File: src/rtl/div_pkg.sv
// Shared types and constants for the iterative divider: operation codes, FSM states,
// the divide-by-zero quotient and the signed-overflow dividend pattern.
package div_pkg;

   typedef enum logic [1:0] {
      DIV  = 2'b00,
      DIVU = 2'b01,
      REM  = 2'b10,
      REMU = 2'b11
   } div_op_t;

   typedef enum logic [1:0] {
      IDLE = 2'b00,
      CALC = 2'b01,
      FIX  = 2'b10,
      DONE = 2'b11
   } div_state_t;

   // Widest XLEN the constants below cover; users truncate to their own width.
   localparam int DIV_MAX_XLEN = 64;

   localparam logic [DIV_MAX_XLEN-1:0] DIV_ZERO_QUOTIENT = '1;

   // Most negative value for a given XLEN (only the MSB set).
   function automatic logic [DIV_MAX_XLEN-1:0] div_ovf_dividend(input int xlen);
      return {{(DIV_MAX_XLEN-1){1'b0}}, 1'b1} << (xlen - 1);
   endfunction

endpackage

File: src/rtl/adder.sv
// Generic add/subtract primitive: sum = a + b, or a - b when sub is high.
// Purely combinational.
module adder #(
   parameter int WIDTH = 8
) (
   input  logic [WIDTH-1:0] a,
   input  logic [WIDTH-1:0] b,
   input  logic             sub,
   output logic [WIDTH-1:0] sum
);

   assign sum = a + (sub ? ~b : b) + {{(WIDTH-1){1'b0}}, sub};

endmodule

File: src/rtl/div_iter_unit.sv
// Radix-2 restoring divider for DIV/DIVU/REM/REMU; result with a one-cycle o_done pulse,
// XLEN+2 cycles after start (1 cycle for /0 and signed overflow). Optional i_flush via DIV_ITER_FLUSH_EN.
module div_iter_unit
   import div_pkg::*;
#(
   parameter int XLEN = 32
) (
   input  logic            i_clk,
   input  logic            i_rst,
   input  logic            i_start,
   input  div_op_t         i_op,
   input  logic [XLEN-1:0] i_dividend,
   input  logic [XLEN-1:0] i_divisor,
`ifdef DIV_ITER_FLUSH_EN
   input  logic            i_flush,
`endif
   output logic            o_busy,
   output logic            o_done,
   output logic [XLEN-1:0] o_result
);

   localparam int CW = $clog2(XLEN);
   localparam logic [XLEN-1:0] ONES = XLEN'(DIV_ZERO_QUOTIENT);
   localparam logic [XLEN-1:0] OVF  = XLEN'(div_ovf_dividend(XLEN));

   div_state_t      state, state_n;
   logic            accept;
   logic            sel_rem, qneg, rneg;
   logic [XLEN-1:0] dvd, dvs, quo, rem, result;
   logic [CW-1:0]   cnt;
   logic            flush;

`ifdef DIV_ITER_FLUSH_EN
   assign flush = i_flush;
`else
   assign flush = 1'b0;
`endif

   logic            is_signed, a_neg, b_neg, div_zero, sgn_ovf, special;
   logic [XLEN-1:0] a_mag, b_mag;

   assign is_signed = ~i_op[0];
   assign a_neg     = is_signed & i_dividend[XLEN-1];
   assign b_neg     = is_signed & i_divisor[XLEN-1];
   assign a_mag     = a_neg ? -i_dividend : i_dividend;
   assign b_mag     = b_neg ? -i_divisor : i_divisor;
   assign div_zero  = (i_divisor == '0);
   assign sgn_ovf   = is_signed && (i_dividend == OVF) && (i_divisor == ONES);
   assign special   = div_zero | sgn_ovf;

   // Partial remainder never exceeds the divisor, so only XLEN bits are stored;
   // the XLEN+1-bit shifted value and trial difference exist only combinationally.
   logic [XLEN:0] shifted, trial;
   assign shifted = {rem, dvd[XLEN-1]};

   adder #(.WIDTH(XLEN + 1)) u_adder (
      .a   (shifted),
      .b   ({1'b0, dvs}),
      .sub (1'b1),
      .sum (trial)
   );

   always_comb begin
      state_n = state;
      accept  = 1'b0;
      case (state)
         IDLE: if (i_start && !flush) begin
            accept  = 1'b1;
            state_n = special ? DONE : CALC;
         end
         CALC: if (cnt == '0) state_n = FIX;
         FIX:  state_n = DONE;
         DONE: state_n = IDLE;
         default: state_n = IDLE;
      endcase
      if (flush && state != IDLE) state_n = IDLE;
   end

   always_ff @(posedge i_clk or posedge i_rst) begin
      if (i_rst) state <= IDLE;
      else       state <= state_n;
   end

   always_ff @(posedge i_clk or posedge i_rst) begin
      if (i_rst) begin
         sel_rem <= 1'b0;
         qneg    <= 1'b0;
         rneg    <= 1'b0;
         dvd     <= '0;
         dvs     <= '0;
         quo     <= '0;
         rem     <= '0;
         cnt     <= '0;
         result  <= '0;
      end else begin
         case (state)
            IDLE: if (accept) begin
               sel_rem <= i_op[1];
               qneg    <= a_neg ^ b_neg;
               rneg    <= a_neg;
               dvd     <= a_mag;
               dvs     <= b_mag;
               quo     <= '0;
               rem     <= '0;
               cnt     <= CW'(XLEN - 1);
               if (div_zero)     result <= i_op[1] ? i_dividend : ONES;
               else if (sgn_ovf) result <= i_op[1] ? '0 : OVF;
            end
            CALC: begin
               rem <= trial[XLEN] ? shifted[XLEN-1:0] : trial[XLEN-1:0];
               quo <= {quo[XLEN-2:0], ~trial[XLEN]};
               dvd <= {dvd[XLEN-2:0], 1'b0};
               cnt <= cnt - 1'b1;
            end
            FIX: if (!flush) begin
               if (sel_rem) result <= rneg ? -rem : rem;
               else         result <= qneg ? -quo : quo;
            end
            default: ;
         endcase
      end
   end

   assign o_busy   = (state != IDLE);
   assign o_done   = (state == DONE) && !flush;
   assign o_result = result;

endmodule

File: config.mk
export PLATFORM = sky130hd
export DESIGN_NAME = div_iter_unit
export DESIGN_NICKNAME = d
export VERILOG_FILES = /design/src/rtl/div_pkg.sv /design/src/rtl/adder.sv /design/src/rtl/div_iter_unit.sv
export SDC_FILE = /design/constraint.sdc
export NUM_CORES = 1
export LEC_CHECK = 0
export CORE_UTILIZATION = 62
export CTS_BUF_LIST = sky130_fd_sc_hd__clkbuf_8
export DETAILED_ROUTE_END_ITERATION = 12
export GPL_TIMING_DRIVEN = 0
export HOLD_SLACK_MARGIN = 0.05
export PLACE_DENSITY = 0.89
export SYNTH_ARGS = -nofsm -noshare
export SYNTH_HDL_FRONTEND = slang
export SYNTH_SLANG_ARGS = --single-unit
File: constraint.sdc
create_clock -name i_clk -period 13.6 [get_ports i_clk]
set_input_delay 2.72 -clock i_clk [delete_from_list [all_inputs] [get_ports i_clk]]
set_output_delay 2.72 -clock i_clk [all_outputs]
set_load 0.005 [all_outputs]
==> results.toml, run 1 <==
[clocking]
cts_made_buffers = 17
cts_max_level = 4
clkSinkCount = 170
cts_post_setup_buffers_inserted = 0
cts.reportedPaths.clkPinSlew_ns = 0.10
cts_resized = 0
cts_hold_buffers = 0
clockBufferDepth = 2
cts_tree = "built"
clk_latency_ns = 0.49
cts_root_buf = "clkbuf_8"

[drt]
dr_total_vias = 11668
dr.first_iter.drc_count = 1265
drt_wl_total_um = 36400
detail_route.vias_per_cell = 6.46
route.antenna.remaining_nets = 0
drt_first_pass_iters = 8
wire_per_inst_um = 20.2
residual_drc_count = 0

[placement]
post-dp-hpwl_um = 27500
pre_cts_slack_ns = 7.79
place.detailed.instances = 1775
port-buffer-count = 101
post_dp_cell_area_mm2 = 0.0133
placer_congestion_estimate = 0.970

[setup_path]
cp_max_fo = 10
crit_required_ns = 14.01
critical_path.reg2reg.startpoint = "rem[8]"
worst_r2r_path_depth = 12
crit_path_start_kind = "input port"
timing.critical_path.buf_inv = 2
critPathCapture = "o_result[8]"
timing.critical_path.depth = 10
worst_ep_arrival_time_ns = 5.76
critical_path.top_delay_family = "simple AND/OR/NAND/NOR gates"
critPathKind = "input port to flip-flop"
crit_path_top_delay_cell = "or4_4"
ordered_list_of_cells_on_the_worst_path = "clkdlybuf4s50_1, or4_4, nor3_4, nand4b_2, or3_4, nor2b_2, o21ai_1, a21boi_4, buf_2, o21ai_0"
beginning_of_the_critical_path = "i_divisor[6]"
worstReg2RegEnd = "rem[18]"
reg2reg_setup_slack_ns = 9.97
crit_path_end_kind = "flip-flop"
critical-path-max-stage-delay_ns = 0.61

[yosys]
post_synth_xor_area_fraction_pct = 10.4
avgSynthCellArea_um2 = 8.48
postSynth.asyncResetShare_pct = 100
syn_nets = 1526
synth-adder-area-share_pct = 4.66
yosys.area_share.simple_pct = 17.4
synth_top_family_by_area = "compound AO/OA/AOI/OAI gates"
synthesis.yosys.warnings = 0
yosys_register_bits = 170
ys_seq_area_share_pct = 35.5
synth_commonest_cells = "nand2_1, dfrtp_1, o21ai_0"
synth.cell_area_mm2 = 0.0120
synth_cell_type_count = 79
synth_enable_flop_cells = 0
cell_types_occupying_the_most_area_after_synthesis = "dfrtp_1, nand2_1, xnor2_1, o21ai_0, xor2_1"
area_fraction_in_compound_gates_after_synthesis_pct = 24.8
synthDominantAreaCellType = "dfrtp_1"
yosys_most_used_dff = "dfrtp_1"
synth.area.mux_share_pct = 2.61
synth.most_common_cell = "nand2_1"
netlist.area_leader.share_pct = 35.5
syn_inst = 1413

[grt]
grt_first_pass_wirelength_um = 57900
initial_antenna_violation_count = 0
grt_remaining_overflow = 0
grt_pass1_vias = 11209
grt_start_max_net_pins = 135
gr-usage-all-layers_pct = 37.6

[sta]
timing.final.hold_violations = 0
post-route-period-util_pct = 39.4
worst_pin_slew_ns = 0.935
finalCriticalPeriod_ns = 5.35
fin_worst_skew_ns = 0.0196
max-slew-margin-rel_pct = 37.4
fmax_mhz = 187
rsz_0062_raised_after_global_routing = "false"
tns_ns = 0
fin_ws_ns = 8.25
setup_violations = 0
slew_viol_final = 0

[finish]
finalNonFillerCells = 1807
finalInstanceArea_mm2 = 0.0137
layout-area-overhead-vs-synth_pct = 14.5
nets = 1647
drive_gt1_share_pct = 4.91
antenna_cells = 0

[floorplanning]
die_w_um = 141
num_rows = 50
design.core.area_mm2 = 0.0188
die_outline_height_um = 141
design.portCount = 103
initial_core_util_pct = 63.6
floorplan.die_area_mm2 = 0.0199

[power_and_ir_drop]
power.static_leakage_nw = 6.11
power.density_mw_per_mm2 = 214
ir_worst_vdd_v = 0.000152

[job]
drv_cap = 0

[status]
outcome = "finished clean"

[min_path]
hold_class = "flip-flop to flip-flop"
worst min-delay path by stage:
stage	startpoint	end	slack [ns]	depth (start not counted)
2_1_floorplan	dvd[25]	dvd[25]	0.44	2
3_3_place_gp	dvd[28]	dvd[28]	0.46	2
3_5_place_dp	dvs[8]	dvs[8]	0.47	2
4_1_cts	dvs[8]	dvs[8]	0.49	2
5_1_grt	dvs[9]	dvs[9]	0.51	2
6_report	dvs[10]	dvs[10]	0.49	2
cells by family (layout without fill, tap and decap cells):
group | Yosys count | after routing
multiplexers | 31 | 31
AO/OA/AOI/OAI | 460 | 460
AND/OR/NAND/NOR | 429 | 429
buffers and inverters | 137 | 271
XOR/XNOR | 142 | 142
flip-flops | 170 | 170
adder cells (fa/ha/maj) | 44 | 44
cells in the final DEF (no fill, tap or decap), types with 35 or more instances in the layout:
master and instances:
xor2_1 66, o21ai_0 128, xnor2_1 76, a21oi_1 90, dfrtp_1 170, nand2_1 183, clkdlybuf4s50_1 101, inv_1 62
ha_1 43, nor2_1 76, o21ai_1 36, clkbuf_1 55, a22oi_1 35
through the flow:
stage          power, mW  util (%)  hold slack, ns
2_1_floorplan       1.99         -           0.445
5_1_grt             3.12      72.8           0.509
4_1_cts             2.88      72.8           0.493
3_3_place_gp        2.46      70.7           0.463
6_report            2.93      72.8           0.492
3_5_place_dp        2.52      70.9           0.471
where the power goes:
part | internal (mW) | total, mW | leakage (nW) | switching, mW
combinational | 0.671 | 1.76 | 3.71 | 1.09
clock | 0.134 | 0.350 | 0.188 | 0.217
sequential | 0.671 | 0.821 | 2.21 | 0.150
total | 1.48 | 2.93 | 6.11 | 1.45
per-layer routing:
layer | global-route usage, % | part of all wire [%]
met1 | 50.9 | 41
met2 | 57.7 | 45
met3 | 7.57 | 9.4
met4 | 18.3 | 4.3
met5 | 0 | 0
state kept, by name, indices dropped and copies added (netlist names):
register / count
state: 2
rem: 32
dvd: 32
sel_rem: 1
quo: 32
qneg: 1
rneg: 1
dvs: 32
cnt: 5
o_result: 32
tightest hold or removal path, delay by kind of cell (launching register included):
family | cells | cell delay (ns)
DFF | 1 | 0.35
AOI/OAI and AO/OA | 1 | 0.06
and+or+nand+nor | 1 | 0.05
cell type report:
type	count	area [um2]
flip-flops and latches	170	4250
well taps	260	325
fillers	1448	5110
plain buffers	74	319
clock inverters	15	135
repair buffers	102	1040
multi-input cells	1106	7170
inverters	63	244
clock buffers	17	234
No activity file was read; power rests on OpenSTA's default activity.
==> inputs of run 2 (changes only) <==
--- a/config.mk
+++ b/config.mk
@@ -5,12 +5,12 @@
 export SDC_FILE = /design/constraint.sdc
 export NUM_CORES = 1
 export LEC_CHECK = 0
-export CORE_UTILIZATION = 62
+export CORE_UTILIZATION = 55
 export CTS_BUF_LIST = sky130_fd_sc_hd__clkbuf_8
 export DETAILED_ROUTE_END_ITERATION = 12
 export GPL_TIMING_DRIVEN = 0
 export HOLD_SLACK_MARGIN = 0.05
-export PLACE_DENSITY = 0.89
+export PLACE_DENSITY = 0.83
 export SYNTH_ARGS = -nofsm -noshare
 export SYNTH_HDL_FRONTEND = slang
 export SYNTH_SLANG_ARGS = --single-unit
==> constraint.sdc (replaced) <==
create_clock -name i_clk -period 4.74 [get_ports i_clk]
set_input_delay 0.948 -clock i_clk [delete_from_list [all_inputs] [get_ports i_clk]]
set_output_delay 0.948 -clock i_clk [all_outputs]
set_load 0.005 [all_outputs]
==> run 2 against run 1 <==
Die area up 13%. Flip-flop and latch count unchanged. Hold slack better by 0.0023 ns. Power rose to 2.9 times the previous value. Critical path depth unchanged.
==> results.toml, run 2 (same netlist as run 1, synthesis figures left out) <==
[status]
outcome = "finished clean"

[setup_path]
crit_path_end_kind = "flip-flop"
critPathCapture = "o_result[21]"
beginning_of_the_critical_path = "i_divisor[6]"
crit_required_ns = 5.14
reg2reg_setup_slack_ns = 1.28
cp_max_fo = 10
worst_r2r_path_depth = 12
crit_path_start_kind = "input port"
worstReg2RegEnd = "rem[8]"
critPathKind = "input port to flip-flop"
worst_ep_arrival_time_ns = 4.09
critical_path.reg2reg.startpoint = "rem[1]"

[clocking]
cts_hold_buffers = 0
cts_root_buf = "clkbuf_8"
clkSinkCount = 170
clockBufferDepth = 2
cts_tree = "built"
cts_max_level = 4
cts_resized = 0
cts_made_buffers = 17
cts_post_setup_buffers_inserted = 0
cts.reportedPaths.clkPinSlew_ns = 0.11
clk_latency_ns = 0.48

[floorplanning]
design.core.area_mm2 = 0.0212
die_w_um = 150
num_rows = 53
initial_core_util_pct = 56.6
floorplan.die_area_mm2 = 0.0224
die_outline_height_um = 150
design.portCount = 103

[sta]
post-route-period-util_pct = 77.7
worst_pin_slew_ns = 1.02
timing.final.hold_violations = 0
fin_worst_skew_ns = 0.0212
fin_hold_ws_ns = 0.494
finalCriticalPeriod_ns = 3.68
slew_viol_final = 0
max-slew-margin-rel_pct = 32.1
rsz_0062_raised_after_global_routing = "false"
fmax_mhz = 272
fin_ws_ns = 1.06
setup_violations = 0
tns_ns = 0

[finish]
nets = 1650
drive_gt1_share_pct = 5.16
layout-area-overhead-vs-synth_pct = 15.8
antenna_cells = 0
final.fill_count = 1766
layout.cells.most_common_list = "nand2_1, dfrtp_1, o21ai_0, clkdlybuf4s50_1, a21oi_1"
finalInstanceArea_mm2 = 0.0139
layout.core_utilization_pct = 65.6
finalNonFillerCells = 1825
layout.cells.most_common = "nand2_1"

[power_and_ir_drop]
power.static_leakage_nw = 6.17
ir_worst_vdd_v = 0.000392
power.density_mw_per_mm2 = 618
design_power_total_mw = 8.57

[placement]
place.detailed.instances = 1793
port-buffer-count = 101
pre_cts_slack_ns = 0.603
placer_congestion_estimate = 0.967
post-dp-hpwl_um = 28600
post_dp_cell_area_mm2 = 0.0134

[drt]
residual_drc_count = 0
route.antenna.remaining_nets = 0
detail_route.vias_per_cell = 6.26
drt_first_pass_iters = 5
dr.first_iter.drc_count = 1256
dr_total_vias = 11431
drt_wl_total_um = 36800
wire_per_inst_um = 20.2

[grt]
grt_remaining_overflow = 0
grt_start_max_net_pins = 43
grt_pass1_vias = 10678
initial_antenna_violation_count = 0
gr-usage-all-layers_pct = 33.8
grt_first_pass_wirelength_um = 58100

[min_path]
hold_class = "flip-flop to flip-flop"

[job]
drv_cap = 0
-- run 2: worst min-delay path by stage --
stage,end,cells past startpoint,startpoint
2_1_floorplan,dvd[25],2,dvd[25]
3_3_place_gp,dvd[28],2,dvd[28]
3_5_place_dp,dvs[28],2,dvs[28]
4_1_cts,dvs[13],2,dvs[13]
5_1_grt,dvs[2],2,dvs[2]
6_report,dvs[28],2,dvs[28]
-- run 2: area by class of cell --
| cell class | count | area, um2 | area share, % |
|---|---|---|---|
| Multi-Input combinational cell | 1106 | 7170 | 51.7 |
| Sequential cell | 170 | 4250 | 30.7 |
| Timing Repair Buffer | 105 | 1090 | 7.87 |
| Tap cell | 275 | 344 | 2.48 |
| Buffer | 74 | 319 | 2.30 |
| Inverter | 63 | 240 | 1.73 |
| Clock buffer | 17 | 234 | 1.69 |
| Clock inverter | 15 | 221 | 1.60 |
-- run 2: layer usage --
metal  GRT usage (%)  part of all wire, %
met5               0                    0
met2            51.6                   45
met4            12.9                  3.4
met1            47.3                   44
met3            6.43                  8.1
-- run 2: critical path, stage by stage --
cell and delay, ns:
clkdlybuf4s50_1 0.52, or4_4 0.61, nor3_4 0.20, nand3b_1 0.17, or4b_1 0.67, buf_2 0.23
nor2_1 0.12, buf_2 0.23, a22oi_1 0.16, o21ai_1 0.22
-- run 2: report_power, final --
part / switching (mW) / internal [mW]
registers: 0.435 / 1.93
logic: 3.11 / 1.93
clock network: 0.659 / 0.509
total: 4.21 / 4.36
==> inputs of run 3 (changes only) <==
==> constraint.sdc (replaced) <==
create_clock -name i_clk -period 3.2 [get_ports i_clk]
set_input_delay 0.64 -clock i_clk [delete_from_list [all_inputs] [get_ports i_clk]]
set_output_delay 0.64 -clock i_clk [all_outputs]
set_load 0.005 [all_outputs]
==> run 3 against run 2 <==
Clock-buffer cell count did not move. Sequential share of layout area shrank 0.52 points. Sequential power increased by 48%. Die area stayed put. Clock skew shrank 0.0024 ns. Global-route usage up 0.13 points. Critical path depth unchanged. Register-to-register slack got worse by 1.2 ns. Core utilization increased by 1.2 points. Hold slack worse by 0.0033 ns. First-iteration DRC count increased by 1.9%. Final area increased by 1.9%.
==> results.toml, run 3 (same netlist as run 1, synthesis figures left out) <==
[drt]
wire_per_inst_um = 20.6
drt_wl_total_um = 37800
dr.first_iter.drc_count = 1280
drt_first_pass_iters = 8
residual_drc_count = 0
dr_total_vias = 11629
detail_route.vias_per_cell = 6.33
route.antenna.remaining_nets = 0

[sta]
max-slew-margin-rel_pct = 27.2
rsz_0062_raised_after_global_routing = "true"
finalCriticalPeriod_ns = 3.14
worst_pin_slew_ns = 1.09
fin_worst_skew_ns = 0.0189
tns_ns = 0
setup_violations = 0
post-route-period-util_pct = 98.0
fmax_mhz = 319
timing.final.hold_violations = 0
slew_viol_final = 0

[power_and_ir_drop]
power.density_mw_per_mm2 = 922
ir_worst_vdd_v = 0.000579
power.static_leakage_nw = 6.22

[finish]
layout.cells.most_common = "nand2_1"
layout.cells.most_common_list = "nand2_1, dfrtp_1, o21ai_0, clkdlybuf4s50_1, a21oi_1"
nets = 1661
drive_gt1_share_pct = 7.94
final.fill_count = 1726
antenna_cells = 0
layout.core_utilization_pct = 66.8
layout-area-overhead-vs-synth_pct = 18.0

[grt]
grt_start_max_net_pins = 43
grt_pass1_vias = 10777
gr-usage-all-layers_pct = 33.9
grt_remaining_overflow = 0
grt_first_pass_wirelength_um = 58300
initial_antenna_violation_count = 1

[setup_path]
reg2reg_setup_slack_ns = 0.07
crit_path_top_delay_cell = "or4_4"
cp_max_fo = 10
worst_r2r_path_depth = 12
critical-path-max-stage-delay_ns = 0.54
crit_path_start_kind = "input port"
critical_path.reg2reg.startpoint = "rem[1]"
worst_ep_arrival_time_ns = 3.53
critical_path.top_delay_family = "simple AND/OR/NAND/NOR gates"
crit_path_end_kind = "flip-flop"
worstReg2RegEnd = "rem[8]"
crit_required_ns = 3.59
timing.critical_path.buf_inv = 2
critPathKind = "input port to flip-flop"
ordered_list_of_cells_on_the_worst_path = "clkdlybuf4s50_1, or4_4, nor3_4, nand4b_4, or3_4, nor2b_4, o21ai_1, a21boi_4, buf_6, o31ai_2"

[clocking]
clkSinkCount = 170
cts_root_buf = "clkbuf_8"
clk_latency_ns = 0.48
cts_tree = "built"
clockBufferDepth = 2
cts.reportedPaths.clkPinSlew_ns = 0.11
cts_hold_buffers = 0
cts_made_buffers = 17
cts_max_level = 4

[floorplanning]
die_outline_height_um = 150
floorplan.die_area_mm2 = 0.0224
num_rows = 53
initial_core_util_pct = 56.6
design.core.area_mm2 = 0.0212
design.portCount = 103
die_w_um = 150

[min_path]
min_delay_worst_endpoint = "dvs[28]"
hold_critical_path_depth = 2
hold_class = "flip-flop to flip-flop"
hold_path.startpoint = "dvs[28]"

[status]
outcome = "finished clean"

[placement]
placer_congestion_estimate = 0.967
port-buffer-count = 101
post-dp-hpwl_um = 28600

[job]
drv_cap = 0
==> run 3: power breakdown <==
group          internal [mW]  switching, mW
sequential              2.86          0.642
combinational           3.01           4.78
clock                  0.755          0.981
total                   6.62           6.41
==> run 3: how the worst max path moves through the flow <==
| stage | start | end | depth (start not counted) |
|---|---|---|---|
| finish | i_divisor[8] | o_result[27] | 10 |
| global placement | i_rst | dvd[5] | 2 |
| floorplan | rem[8] | rem[11] | 12 |
| global route | rem[7] | rem[8] | 12 |
| detailed placement | i_divisor[6] | o_result[21] | 10 |
| CTS | dvd[31] | rem[8] | 14 |
==> run 3: area by class of cell <==
| class | instances | area, um2 | share of cell area, % |
|---|---|---|---|
| Inverter | 63 | 240 | 1.70 |
| Buffer | 74 | 338 | 2.39 |
| Clock inverter | 15 | 221 | 1.57 |
| Clock buffer | 17 | 234 | 1.66 |
| Sequential cell | 170 | 4260 | 30.1 |
| Multi-Input combinational cell | 1106 | 7320 | 51.8 |
| Tap cell | 275 | 344 | 2.43 |
| Timing Repair Buffer | 116 | 1170 | 8.30 |
==> run 3: tightest hold or removal path, delay by kind of cell, from the launching register on <==
kind	cells	cell delay, ns
flops	1	0.36
compound gates	1	0.06
simple gates	1	0.05
==> run 3: metal layers <==
layer  wire length [um]  global-route usage, %
met1              16000                   47.4
met2              17100                   51.9
met3               3320                   6.28
met4               1330                   13.2
met5                  0                      0
==> run 3: metrics by stage <==
stage          total power [mW]  setup WS (ns)  hold slack (ns)  instances  instance area [um2]
4_1_cts                    12.6       0.000684            0.494       1828                13900
6_report                   13.0         0.0625            0.491       1836                14100
2_1_floorplan              8.47          0.259            0.445       1413                12000
3_3_place_gp               10.5         -0.996            0.462       1789                13300
3_5_place_dp               10.8         -0.629            0.471       1793                13400
5_1_grt                    13.8        -0.0436            0.511       1836                14100
==> run 3: repair_timing <==
action                     CTS  global route
setup endpoints to repair   46            71
gates cloned                 0             1
pin swaps                    1             8
buffers inserted             3             7
gates resized for setup     10            41
hold endpoints to repair     0             0
